$ cat src/rtl/mips_pkg.sv
// Shared encodings for the MIPS pipeline: ALU codes, main-op classes,
// funct values and control-bundle bit positions.
package mips_pkg;

  localparam logic [2:0] ALU_AND = 3'b000;
  localparam logic [2:0] ALU_OR  = 3'b001;
  localparam logic [2:0] ALU_ADD = 3'b010;
  localparam logic [2:0] ALU_SLL = 3'b011;
  localparam logic [2:0] ALU_SUB = 3'b110;
  localparam logic [2:0] ALU_SLT = 3'b111;

  localparam logic [1:0] MAIN_ADD   = 2'b00;
  localparam logic [1:0] MAIN_SUB   = 2'b01;
  localparam logic [1:0] MAIN_RTYPE = 2'b10;
  localparam logic [1:0] MAIN_OR    = 2'b11;

  localparam logic [5:0] F_ADD  = 6'b100000;
  localparam logic [5:0] F_ADDU = 6'b100001;
  localparam logic [5:0] F_SUB  = 6'b100010;
  localparam logic [5:0] F_SUBU = 6'b100011;
  localparam logic [5:0] F_AND  = 6'b100100;
  localparam logic [5:0] F_OR   = 6'b100101;
  localparam logic [5:0] F_SLT  = 6'b101010;
  localparam logic [5:0] F_SLL  = 6'b000000;

  // IdCtrl = {RegDst, AluSrc, RegWrite, MemRead, MemWrite, MemToReg}
  localparam int C_REGDST = 5;
  localparam int C_ALUSRC = 4;
  // ExCtrl = {RegWrite, MemRead, MemWrite, MemToReg}
  localparam int X_MEMREAD = 2;

  // Main-class / funct to ALU operation
  function automatic logic [2:0] alu_decode(input logic [1:0] main, input logic [5:0] funct);
    logic [2:0] op;
    op = ALU_ADD;
    case (main)
      MAIN_ADD: op = ALU_ADD;
      MAIN_SUB: op = ALU_SUB;
      MAIN_OR:  op = ALU_OR;
      default: begin
        case (funct)
          F_ADD, F_ADDU: op = ALU_ADD;
          F_SUB, F_SUBU: op = ALU_SUB;
          F_AND:         op = ALU_AND;
          F_OR:          op = ALU_OR;
          F_SLT:         op = ALU_SLT;
          F_SLL:         op = ALU_SLL;
          default:       op = ALU_ADD;
        endcase
      end
    endcase
    return op;
  endfunction

endpackage

$ cat src/rtl/id_ex_operand_stage_if.sv
// ID-side inputs, forwarding buses and EX-side outputs of the ID/EX stage.
interface id_ex_operand_stage_if #(parameter int DW = 32, parameter int RW = 5);
  logic            IdValid;
  logic [3*RW-1:0] IdRegs;
  logic [DW-1:0]   IdRsData;
  logic [DW-1:0]   IdRtData;
  logic [DW-1:0]   IdImm;
  logic [10:0]     IdInstrLow;
  logic [1:0]      IdAluOpMain;
  logic [5:0]      IdCtrl;
  logic            IdUsesRt;
  logic            Hold;
  logic            Flush;
  logic            ExMemRegWrite;
  logic [RW-1:0]   ExMemRd;
  logic [DW-1:0]   ExMemResult;
  logic            MemWbRegWrite;
  logic [RW-1:0]   MemWbRd;
  logic [DW-1:0]   MemWbData;
  logic [DW-1:0]   AluInput1;
  logic [DW-1:0]   AluInput2;
  logic [2:0]      AluOP;
  logic [4:0]      ShiftAmount;
  logic            ExValid;
  logic [RW-1:0]   ExWriteReg;
  logic [3:0]      ExCtrl;
  logic [DW-1:0]   ExStoreData;
  logic            HazardStall;

  modport master (
    output IdValid, IdRegs, IdRsData, IdRtData, IdImm, IdInstrLow, IdAluOpMain,
           IdCtrl, IdUsesRt, Hold, Flush, ExMemRegWrite, ExMemRd, ExMemResult,
           MemWbRegWrite, MemWbRd, MemWbData,
    input  AluInput1, AluInput2, AluOP, ShiftAmount, ExValid, ExWriteReg,
           ExCtrl, ExStoreData, HazardStall
  );

  modport slave (
    input  IdValid, IdRegs, IdRsData, IdRtData, IdImm, IdInstrLow, IdAluOpMain,
           IdCtrl, IdUsesRt, Hold, Flush, ExMemRegWrite, ExMemRd, ExMemResult,
           MemWbRegWrite, MemWbRd, MemWbData,
    output AluInput1, AluInput2, AluOP, ShiftAmount, ExValid, ExWriteReg,
           ExCtrl, ExStoreData, HazardStall
  );
endinterface

$ cat src/rtl/id_ex_operand_stage_forward_mux.sv
// Operand bypass: EX/MEM beats MEM/WB beats register file; r0 never bypassed.
module forward_mux #(parameter int DW = 32, parameter int RW = 5) (
  input  logic [RW-1:0] src,
  input  logic [DW-1:0] reg_val,
  input  logic          em_wr,
  input  logic [RW-1:0] em_rd,
  input  logic [DW-1:0] em_val,
  input  logic          mw_wr,
  input  logic [RW-1:0] mw_rd,
  input  logic [DW-1:0] mw_val,
  output logic [DW-1:0] opnd
);
  // Priority select among bypass sources
  always_comb begin
    opnd = reg_val;
    if (em_wr && em_rd != '0 && em_rd == src)      opnd = em_val;
    else if (mw_wr && mw_rd != '0 && mw_rd == src) opnd = mw_val;
  end
endmodule

$ cat src/rtl/id_ex_operand_stage.sv
// ID/EX pipeline register: registers decoded fields, decodes AluOP,
// bypasses operands into the ALU and raises load-use stalls.
module id_ex_operand_stage
  import mips_pkg::*;
#(
  parameter int DW = 32,
  parameter int RW = 5
) (
  input logic Clk,
  input logic Rst_n,
  id_ex_operand_stage_if.slave bus
);
  logic [RW-1:0] id_rs, id_rt, id_rd;
  logic [RW-1:0] ex_rs, ex_rt, ex_wr;
  logic [DW-1:0] ex_rs_data, ex_rt_data, ex_imm, fwd_rs, fwd_rt;
  logic [2:0]    ex_op;
  logic [4:0]    ex_sh;
  logic [3:0]    ex_ctrl;
  logic          ex_alusrc;
  logic [1:0]    vld_pipe;   // [0] = ID valid, [1] = EX valid
  logic          stall;

  assign id_rs = bus.IdRegs[3*RW-1:2*RW];
  assign id_rt = bus.IdRegs[2*RW-1:RW];
  assign id_rd = bus.IdRegs[RW-1:0];
  assign vld_pipe[0] = bus.IdValid;

  // Load in EX whose destination the ID instruction reads; muted during Hold
  assign stall = vld_pipe[1] && ex_ctrl[X_MEMREAD] && ex_wr != '0 &&
                 (ex_wr == id_rs || (bus.IdUsesRt && ex_wr == id_rt)) &&
                 vld_pipe[0] && !bus.Hold;

  // Pipeline register: flush > hold > stall bubble > load
  always_ff @(posedge Clk or negedge Rst_n) begin
    if (!Rst_n) begin
      vld_pipe[1] <= 1'b0;
      ex_ctrl     <= '0;
      ex_alusrc   <= 1'b0;
      ex_op       <= ALU_AND;
      ex_sh       <= '0;
      ex_wr       <= '0;
      ex_rs       <= '0;
      ex_rt       <= '0;
      ex_rs_data  <= '0;
      ex_rt_data  <= '0;
      ex_imm      <= '0;
    end else if (bus.Flush || (!bus.Hold && stall)) begin
      vld_pipe[1] <= 1'b0;
      ex_ctrl     <= '0;
      ex_alusrc   <= 1'b0;
    end else if (!bus.Hold) begin
      vld_pipe[1] <= vld_pipe[0];
      ex_ctrl     <= vld_pipe[0] ? bus.IdCtrl[3:0] : 4'b0;
      ex_alusrc   <= vld_pipe[0] & bus.IdCtrl[C_ALUSRC];
      ex_op       <= alu_decode(bus.IdAluOpMain, bus.IdInstrLow[5:0]);
      ex_sh       <= bus.IdInstrLow[10:6];
      ex_wr       <= bus.IdCtrl[C_REGDST] ? id_rd : id_rt;
      ex_rs       <= id_rs;
      ex_rt       <= id_rt;
      ex_rs_data  <= bus.IdRsData;
      ex_rt_data  <= bus.IdRtData;
      ex_imm      <= bus.IdImm;
    end
  end

  forward_mux #(.DW(DW), .RW(RW)) u_fwd_rs (
    .src(ex_rs), .reg_val(ex_rs_data),
    .em_wr(bus.ExMemRegWrite), .em_rd(bus.ExMemRd), .em_val(bus.ExMemResult),
    .mw_wr(bus.MemWbRegWrite), .mw_rd(bus.MemWbRd), .mw_val(bus.MemWbData),
    .opnd(fwd_rs)
  );

  forward_mux #(.DW(DW), .RW(RW)) u_fwd_rt (
    .src(ex_rt), .reg_val(ex_rt_data),
    .em_wr(bus.ExMemRegWrite), .em_rd(bus.ExMemRd), .em_val(bus.ExMemResult),
    .mw_wr(bus.MemWbRegWrite), .mw_rd(bus.MemWbRd), .mw_val(bus.MemWbData),
    .opnd(fwd_rt)
  );

  assign bus.AluInput1   = fwd_rs;
  assign bus.AluInput2   = ex_alusrc ? ex_imm : fwd_rt;
  assign bus.ExStoreData = fwd_rt;
  assign bus.AluOP       = ex_op;
  assign bus.ShiftAmount = ex_sh;
  assign bus.ExValid     = vld_pipe[1];
  assign bus.ExWriteReg  = ex_wr;
  assign bus.ExCtrl      = ex_ctrl;
  assign bus.HazardStall = stall;
endmodule

$ cat src/flat_wrapper.sv
// flat-port wrapper written by rule: the top's interface ports become plain ports
module id_ex_operand_stage_flat import mips_pkg::*;
#(
  parameter int DW = 32,
  parameter int RW = 5
)
  (Clk, Rst_n, bus_IdValid, bus_IdRegs, bus_IdRsData, bus_IdRtData, bus_IdImm, bus_IdInstrLow, bus_IdAluOpMain, bus_IdCtrl, bus_IdUsesRt, bus_Hold, bus_Flush, bus_ExMemRegWrite, bus_ExMemRd, bus_ExMemResult, bus_MemWbRegWrite, bus_MemWbRd, bus_MemWbData, bus_AluInput1, bus_AluInput2, bus_AluOP, bus_ShiftAmount, bus_ExValid, bus_ExWriteReg, bus_ExCtrl, bus_ExStoreData, bus_HazardStall);
  id_ex_operand_stage_if #(.DW(DW), .RW(RW)) bus_i ();
  input logic Clk;
  input logic Rst_n;
  input wire logic [$bits(bus_i.IdValid)-1:0] bus_IdValid;
  input wire logic [$bits(bus_i.IdRegs)-1:0] bus_IdRegs;
  input wire logic [$bits(bus_i.IdRsData)-1:0] bus_IdRsData;
  input wire logic [$bits(bus_i.IdRtData)-1:0] bus_IdRtData;
  input wire logic [$bits(bus_i.IdImm)-1:0] bus_IdImm;
  input wire logic [$bits(bus_i.IdInstrLow)-1:0] bus_IdInstrLow;
  input wire logic [$bits(bus_i.IdAluOpMain)-1:0] bus_IdAluOpMain;
  input wire logic [$bits(bus_i.IdCtrl)-1:0] bus_IdCtrl;
  input wire logic [$bits(bus_i.IdUsesRt)-1:0] bus_IdUsesRt;
  input wire logic [$bits(bus_i.Hold)-1:0] bus_Hold;
  input wire logic [$bits(bus_i.Flush)-1:0] bus_Flush;
  input wire logic [$bits(bus_i.ExMemRegWrite)-1:0] bus_ExMemRegWrite;
  input wire logic [$bits(bus_i.ExMemRd)-1:0] bus_ExMemRd;
  input wire logic [$bits(bus_i.ExMemResult)-1:0] bus_ExMemResult;
  input wire logic [$bits(bus_i.MemWbRegWrite)-1:0] bus_MemWbRegWrite;
  input wire logic [$bits(bus_i.MemWbRd)-1:0] bus_MemWbRd;
  input wire logic [$bits(bus_i.MemWbData)-1:0] bus_MemWbData;
  output wire logic [$bits(bus_i.AluInput1)-1:0] bus_AluInput1;
  output wire logic [$bits(bus_i.AluInput2)-1:0] bus_AluInput2;
  output wire logic [$bits(bus_i.AluOP)-1:0] bus_AluOP;
  output wire logic [$bits(bus_i.ShiftAmount)-1:0] bus_ShiftAmount;
  output wire logic [$bits(bus_i.ExValid)-1:0] bus_ExValid;
  output wire logic [$bits(bus_i.ExWriteReg)-1:0] bus_ExWriteReg;
  output wire logic [$bits(bus_i.ExCtrl)-1:0] bus_ExCtrl;
  output wire logic [$bits(bus_i.ExStoreData)-1:0] bus_ExStoreData;
  output wire logic [$bits(bus_i.HazardStall)-1:0] bus_HazardStall;
  assign bus_i.IdValid = bus_IdValid;
  assign bus_i.IdRegs = bus_IdRegs;
  assign bus_i.IdRsData = bus_IdRsData;
  assign bus_i.IdRtData = bus_IdRtData;
  assign bus_i.IdImm = bus_IdImm;
  assign bus_i.IdInstrLow = bus_IdInstrLow;
  assign bus_i.IdAluOpMain = bus_IdAluOpMain;
  assign bus_i.IdCtrl = bus_IdCtrl;
  assign bus_i.IdUsesRt = bus_IdUsesRt;
  assign bus_i.Hold = bus_Hold;
  assign bus_i.Flush = bus_Flush;
  assign bus_i.ExMemRegWrite = bus_ExMemRegWrite;
  assign bus_i.ExMemRd = bus_ExMemRd;
  assign bus_i.ExMemResult = bus_ExMemResult;
  assign bus_i.MemWbRegWrite = bus_MemWbRegWrite;
  assign bus_i.MemWbRd = bus_MemWbRd;
  assign bus_i.MemWbData = bus_MemWbData;
  assign bus_AluInput1 = bus_i.AluInput1;
  assign bus_AluInput2 = bus_i.AluInput2;
  assign bus_AluOP = bus_i.AluOP;
  assign bus_ShiftAmount = bus_i.ShiftAmount;
  assign bus_ExValid = bus_i.ExValid;
  assign bus_ExWriteReg = bus_i.ExWriteReg;
  assign bus_ExCtrl = bus_i.ExCtrl;
  assign bus_ExStoreData = bus_i.ExStoreData;
  assign bus_HazardStall = bus_i.HazardStall;
  id_ex_operand_stage #(.DW(DW), .RW(RW)) u_core (.Clk(Clk), .Rst_n(Rst_n), .bus(bus_i));
endmodule
$ cat config.mk
export PLATFORM = sky130hd
export DESIGN_NAME = id_ex_operand_stage_flat
export DESIGN_NICKNAME = d
export VERILOG_FILES = /design/src/rtl/mips_pkg.sv /design/src/rtl/id_ex_operand_stage_if.sv /design/src/rtl/id_ex_operand_stage_forward_mux.sv /design/src/rtl/id_ex_operand_stage.sv /design/src/flat_wrapper.sv
export SDC_FILE = /design/constraint.sdc
export NUM_CORES = 1
export LEC_CHECK = 0
export BUFFER_PORTS_ARGS = -buffer_cell sky130_fd_sc_hd__buf_2
export CAP_MARGIN = 30
export CELL_PAD_IN_SITES_DETAIL_PLACEMENT = 2
export CELL_PAD_IN_SITES_GLOBAL_PLACEMENT = 2
export CORE_UTILIZATION = 25
export DETAILED_ROUTE_END_ITERATION = 16
export MAX_ROUTING_LAYER = met4
export PLACE_DENSITY = 0.74
export SLEW_MARGIN = 20
export SYNTH_ARGS = -nofsm -noshare
export SYNTH_HDL_FRONTEND = slang
export SYNTH_SLANG_ARGS = --single-unit
$ cat constraint.sdc
create_clock -name Clk -period 2.5 [get_ports Clk]
set_input_delay 0.5 -clock Clk [delete_from_list [all_inputs] [get_ports Clk]]
set_output_delay 0.5 -clock Clk [all_outputs]
set_load 0.01 [all_outputs]
# Word-level counts from Yosys, hierarchy flattened
# Index checks and enable logic that the tools add are counted.
[word_totals]
ff_bits = 125
input_bits = 212
out_inout_bits = 115
wordCells = 66
[classes]
n_eq_ne = 14
mux = 15
bitwise = 3
n_reduce_logical = 23
[op_table]
columns = ["op", "n"]
rows = [
  ["two-way mux 32 bit", 5],
  ["equality test 5 bit", 6],
  ["equality test 6 bit (second input constant)", 5],
  ["one-hot mux 3 bit (5 select lines)", 1],
  ["nonzero test 5 bit", 3],
  ["logical AND 1 bit", 13],
  ["two-way mux 4 bit", 3],
  ["one-hot mux 3 bit (3 select lines)", 1],
  ["logical NOT 6 bit", 1],
  ["two-way mux 5 bit", 1],
  ["two-way mux 1 bit", 4],
  ["equality test 2 x 1 -> 1 bit (second input constant)", 1],
  ["equality test 2 bit (second input constant)", 1],
  ["logical NOT 2 bit", 1],
  ["logical OR 1 bit", 2],
  ["inequality test 2 x 1 -> 1 bit (second input constant)", 1],
  ["inverter 1 bit", 2],
  ["AND reduction 2 bit", 1],
  ["OR reduction 2 bit", 1],
  ["bitwise AND 1 bit", 1],
  ["logical NOT 1 bit", 1],
]

# Logic depth before layout (Yosys ltp)
[logic_depth]
ltp_word = 10
mapped_depth = 7

# Cells and area by module
# A second synthesis with hierarchy kept.
[hier_totals]
cells_unflattened = 711
area_unflattened_um2 = 7618.6
[modules_own_cells]
columns = ["module", "instances", "cells_per_inst", "area_per_inst_um2", "seq_area_each_um2"]
rows = [
  ["id_ex_operand_stage", 1, 341, 5283.8, 3128.0],
  ["forward_mux", 2, 185, 1167.4, 0.0],
]

# Worst setup path before layout
# OpenSTA, ideal clock, no wires.
[synth_path]
path_kind = "input to output"
start = "input port bus_MemWbRd[1]"
end = "output port bus_AluInput2[10]"
t_arrival_ns = 2.186
required_time_ns = 2.000
path_slack_ns = -0.186
cell_stages = 6
n_path_buf = 1
cell_sequence = "or4_1 > o211ai_1 > clkbuf_2 > o21ai_0 > a31oi_1 > mux2_2"
[synth_between]
elab_chain_cells = 6
elab_cells_between_ends = 7
cone_classes = "eq/ne: 1; mux: 3; reduce/logical: 3"
[synth_rtl]
columns = ["element", "line", "rtl"]
rows = [
  ["start, declared", "flat_wrapper.sv:26", "input wire logic [$bits(bus_i.MemWbRd)-1:0] bus_MemWbRd;"],
  ["nonzero test 5 bit", "id_ex_operand_stage_forward_mux.sv:17", "else if (mw_wr && mw_rd != '0 && mw_rd == src) opnd = mw_val;"],
  ["logical AND 1 bit", "id_ex_operand_stage_forward_mux.sv:17", ""],
  ["logical AND 1 bit *", "id_ex_operand_stage_forward_mux.sv:17", ""],
  ["two-way mux 32 bit *", "id_ex_operand_stage_forward_mux.sv:17", ""],
  ["two-way mux 32 bit *", "id_ex_operand_stage_forward_mux.sv:16", "if (em_wr && em_rd != '0 && em_rd == src) opnd = em_val;"],
  ["via bus_ExStoreData[10]", "flat_wrapper.sv:35", "output wire logic [$bits(bus_i.ExStoreData)-1:0] bus_ExStoreData;"],
  ["two-way mux 32 bit *", "id_ex_operand_stage.sv:81", "assign bus.AluInput2 = ex_alusrc ? ex_imm : fwd_rt;"],
  ["end, declared", "flat_wrapper.sv:29", "output wire logic [$bits(bus_i.AluInput2)-1:0] bus_AluInput2;"],
]
# The timed path passes the listed nets; every way through them passes the cells marked *.

# Final worst setup path
[layout_path]
start = "register u_core.ex_rt[1]"
end = "output port bus_ExStoreData[6]"
[layout_between]
elab_chain_cells = 4
elab_cells_between_ends = 6
cone_classes = "eq/ne: 2; mux: 2; reduce/logical: 2"
[layout_rtl]
columns = ["element", "line", "rtl"]
rows = [
  ["start, declared", "id_ex_operand_stage.sv:14", "logic [RW-1:0] ex_rs, ex_rt, ex_wr;"],
  ["start signal, assigned", "id_ex_operand_stage.sv:59", "ex_rt <= id_rt;"],
  ["equality test 5 bit", "id_ex_operand_stage_forward_mux.sv:17", ""],
  ["logical AND 1 bit", "id_ex_operand_stage_forward_mux.sv:17", ""],
  ["two-way mux 32 bit", "id_ex_operand_stage_forward_mux.sv:17", ""],
  ["two-way mux 32 bit *", "id_ex_operand_stage_forward_mux.sv:16", ""],
  ["end, declared", "flat_wrapper.sv:35", ""],
]
# Mark *: on every way between the ends. The rest lies on a longest branch, timed or not.

==> impl_metrics.env <==
export IMPL_violations="negative setup slack"
export IMPL_die_area_um2=29400
export IMPL_drive_gt1_share_pct=71.5
export IMPL_dp_cells=1377
export IMPL_gp_routability_congestion=0.783
export IMPL_synth_edf_count=0
export IMPL_regToRegStartpoint="u_core.bus.ExWriteReg[4]$_DFFE_PN0P_"
export IMPL_synth_nets=874
export IMPL_vias=7276
export IMPL_slew_violations=0
export IMPL_combinationalPowerShare_pct=37.0
export IMPL_hold_violations=0
export IMPL_fp_dieH_um=172
export IMPL_synth_seq_cells=125
export IMPL_grt_ovfl_total=0
export IMPL_clkLatencyLatePin_ps=420
export IMPL_fin_skew_ps=10.2
export IMPL_async_reset_ff_share_pct=100
export IMPL_synth_cell_types=41
export IMPL_seq_area_frac_synth_pct=43.5
export IMPL_worstPathRequired_ps=2000
export IMPL_hold_slack_ps=56.1
export IMPL_drtIter0Drc=222
export IMPL_stdcell_count=1483
export IMPL_die_width_um=172
export IMPL_clockBufferDepth=2
export IMPL_grt_max_degree=56
export IMPL_ys_warn_count=0
export IMPL_synthFlopType="dfrtp_1"
export IMPL_grt_pass1_wl_um=49600
export IMPL_grt_pass1_vias=8286
export IMPL_syn2layout_area_growth_pct=79.1
export IMPL_fin_crit_sh_pct=121
export IMPL_routed_via_density=4.91
export IMPL_nFillCells=2888
export IMPL_critPathLaunchType="flip-flop"
export IMPL_core_area_um2=28000
export IMPL_antenna_found_initial=8
export IMPL_status="finished with violations"
export IMPL_power_density_nw_per_um2=648
export IMPL_cts_buffers=17
export IMPL_worst_setup_path_type="flip-flop to output port"
export IMPL_cts_tree="yes"
export IMPL_io_buffers=326
export IMPL_setup_ws_ps=-516
export IMPL_clk_pin_slew_ps=70
export IMPL_p_int_mw=5.70
export IMPL_cp_end_kind="output port"
export IMPL_hold_buffers=0
export IMPL_fin_nets=1297
export IMPL_syn_area_per_cell_um2=10.9
export IMPL_dp_hpwl_um=23000
export IMPL_clockPowerShare_pct=32.6
export IMPL_routedWlPerCell_um=24.1
export IMPL_grt_usage_pct=23.6
export IMPL_layout_min_cycle_time_ps=3020
export IMPL_critPathLaunch="u_core.ex_rt[1]$_DFFE_PN0P_"
export IMPL_initial_utilization_pct=25.7
export IMPL_r2r_cells=7
export IMPL_num_rows=61
export IMPL_power_switching_mw=2.64
export IMPL_worstMarginPinSlew_ps=590
export IMPL_cp_max_fo=5
export IMPL_route_final_wire_length_um=35700
export IMPL_cap_violations=0
export IMPL_root_buffer="clkbuf_16"
export IMPL_first_pass_iters=4
export IMPL_max_vdd_ir_drop_mv=0.338
export IMPL_power_mw=8.34
export IMPL_r2r_end="u_core.ex_rs_data[26]$_DFFE_PN0P_"
export IMPL_seq_power_share_pct=30.5
export IMPL_reg2reg_slack_ps=290
export IMPL_finalSetupViolCount=96
export IMPL_post_route_drc_count=0
export IMPL_p_leak_nw=5.61
export IMPL_worstPathArrival_ps=2520
export IMPL_sw_frac_of_total_pct=31.7
export IMPL_cts_sinks=125
export IMPL_rsz0062_at_grt="true"
export IMPL_netlist_instances=662
export IMPL_hp_class="input pin to async pin"
export IMPL_clock_fmax_ghz=0.332
export IMPL_mostFrequentLayoutCells="buf_2 (269), mux2_2 (124), dfrtp_1 (123)"
export IMPL_pin_count=327
export IMPL_htree_num_levels=4
export IMPL_final_common_cell="buf_2"
export IMPL_ant_nets=0
export IMPL_synth_cell_area_um2=7190
export IMPL_relSlewSlack_pct=60.7
## stage by stage
| step | utilization, % | TNS (ps) | instance area [um2] | setup slack [ps] |
|---|---|---|---|---|
| 2_1_floorplan | - | -3530 | 7490 | -137 |
| 3_3_place_gp | 35.4 | -44630 | 9920 | -621 |
| 3_5_place_dp | 35.5 | -38340 | 9930 | -683 |
| 4_1_cts | 42.9 | -40340 | 12000 | -516 |
| 5_1_grt | 46.0 | -49350 | 12900 | -605 |
| 6_report | 46.0 | -38720 | 12900 | -516 |
## synth_stat cells (2+ instances only)
| master | number | area (um2) |
|---|---|---|
| a21oi_1 | 32 | 160 |
| a32o_1 | 5 | 50.1 |
| nand2_1 | 12 | 45.0 |
| buf_2 | 18 | 90.1 |
| o31ai_1 | 7 | 52.6 |
| xor2_1 | 4 | 35.0 |
| nor2_1 | 50 | 188 |
| o21ai_0 | 29 | 145 |
| xnor2_1 | 26 | 228 |
| mux2i_1 | 32 | 320 |
| nand4_1 | 5 | 31.3 |
| and3_1 | 10 | 62.6 |
| clkbuf_1 | 15 | 56.3 |
| a221oi_1 | 7 | 61.3 |
| clkbuf_2 | 3 | 15.0 |
| or3_1 | 25 | 156 |
| a31oi_2 | 5 | 62.6 |
| buf_6 | 7 | 78.8 |
| or4_1 | 2 | 15.0 |
| inv_1 | 27 | 101 |
| nand3_1 | 2 | 10.0 |
| dfrtp_1 | 125 | 3130 |
| a31oi_1 | 21 | 131 |
| buf_4 | 2 | 15.0 |
| mux2_2 | 148 | 1670 |
| nor3_1 | 28 | 140 |
## flip-flops by register name, summed over array words and instances, names as in the netlist
name	flops
u_core.ex_imm	32
u_core.ex_rs_data	32
u_core.ex_rt_data	32
u_core.bus.ExWriteReg	5
u_core.bus.ShiftAmount	5
u_core.ex_rs	5
u_core.ex_rt	5
u_core.bus.ExCtrl	4
u_core.bus.AluOP	3
u_core.bus.ExValid	1
u_core.ex_alusrc	1
## what timing repair did
item	CTS	global route
pin swaps	63	46
cloned	7	4
endpoints found under the setup margin	96	97
resized for setup	190	148
setup buffers	40	26
hold endpoints to repair	0	0
## power by group through the flow
| stage | sequential [mW] | clock, mW | combinational, mW |
|---|---|---|---|
| 2_1_floorplan | 2.50 | 0 | 1.18 |
| 3_3_place_gp | 2.52 | 0 | 2.10 |
| 3_5_place_dp | 2.54 | 0 | 2.17 |
| 4_1_cts | 2.52 | 2.80 | 2.75 |
| 5_1_grt | 2.58 | 2.86 | 3.28 |
| 6_report | 2.54 | 2.72 | 3.09 |
## per-layer routing
metal	GRT usage, %	wire length [um]	vias to the layer above
li1	-	-	3274
met1	25.5	13800	3717
met2	42.9	19100	236
met3	5.25	1860	49
met4	7.14	926	0
met5	-	0	-
## layout make-up
type	instances	area, um2	area share, %
Tap cell	378	473	3.67
Timing Repair Buffer	450	3550	27.5
Clock buffer	20	437	3.39
Multi-Input combinational cell	464	4980	38.7
Sequential cell	125	3130	24.3
Clock inverter	12	186	1.45
Antenna cell	7	17.5	0.136
Inverter	27	101	0.787
## logic make-up (layout without fill, tap and decap cells)
family	count (synthesis)	after routing	share of synthesized area, %
multiplexers	181	181	27.8
AND/OR/NAND/NOR	141	141	9.89
flip-flops	125	125	43.5
AO/OA/AOI/OAI	112	112	10.1
buffers and inverters	73	509	5.01
XOR/XNOR	30	30	3.65
other	0	7	0
## worst max-delay path, stage by stage (launching register included)
cell and delay (ps):
dfrtp_2 440, xnor2_2 190, o211ai_1 160, buf_6 170
buf_8 140, buf_12 140, or3_4 340, a31oi_4 210
buf_6 130, buf_6 90, buf_6 90
## worst max-delay path by stage
stage | endpoint | slack [ps] | depth (start not counted)
2_1_floorplan | bus_AluInput2[10] | -140 | 7
3_3_place_gp | bus_AluInput1[28] | -620 | 8
3_5_place_dp | bus_AluInput2[2] | -680 | 8
4_1_cts | bus_AluInput2[26] | -520 | 10
5_1_grt | bus_AluInput1[1] | -610 | 9
6_report | bus_ExStoreData[6] | -520 | 10
Power figures use the tool's default switching activity.
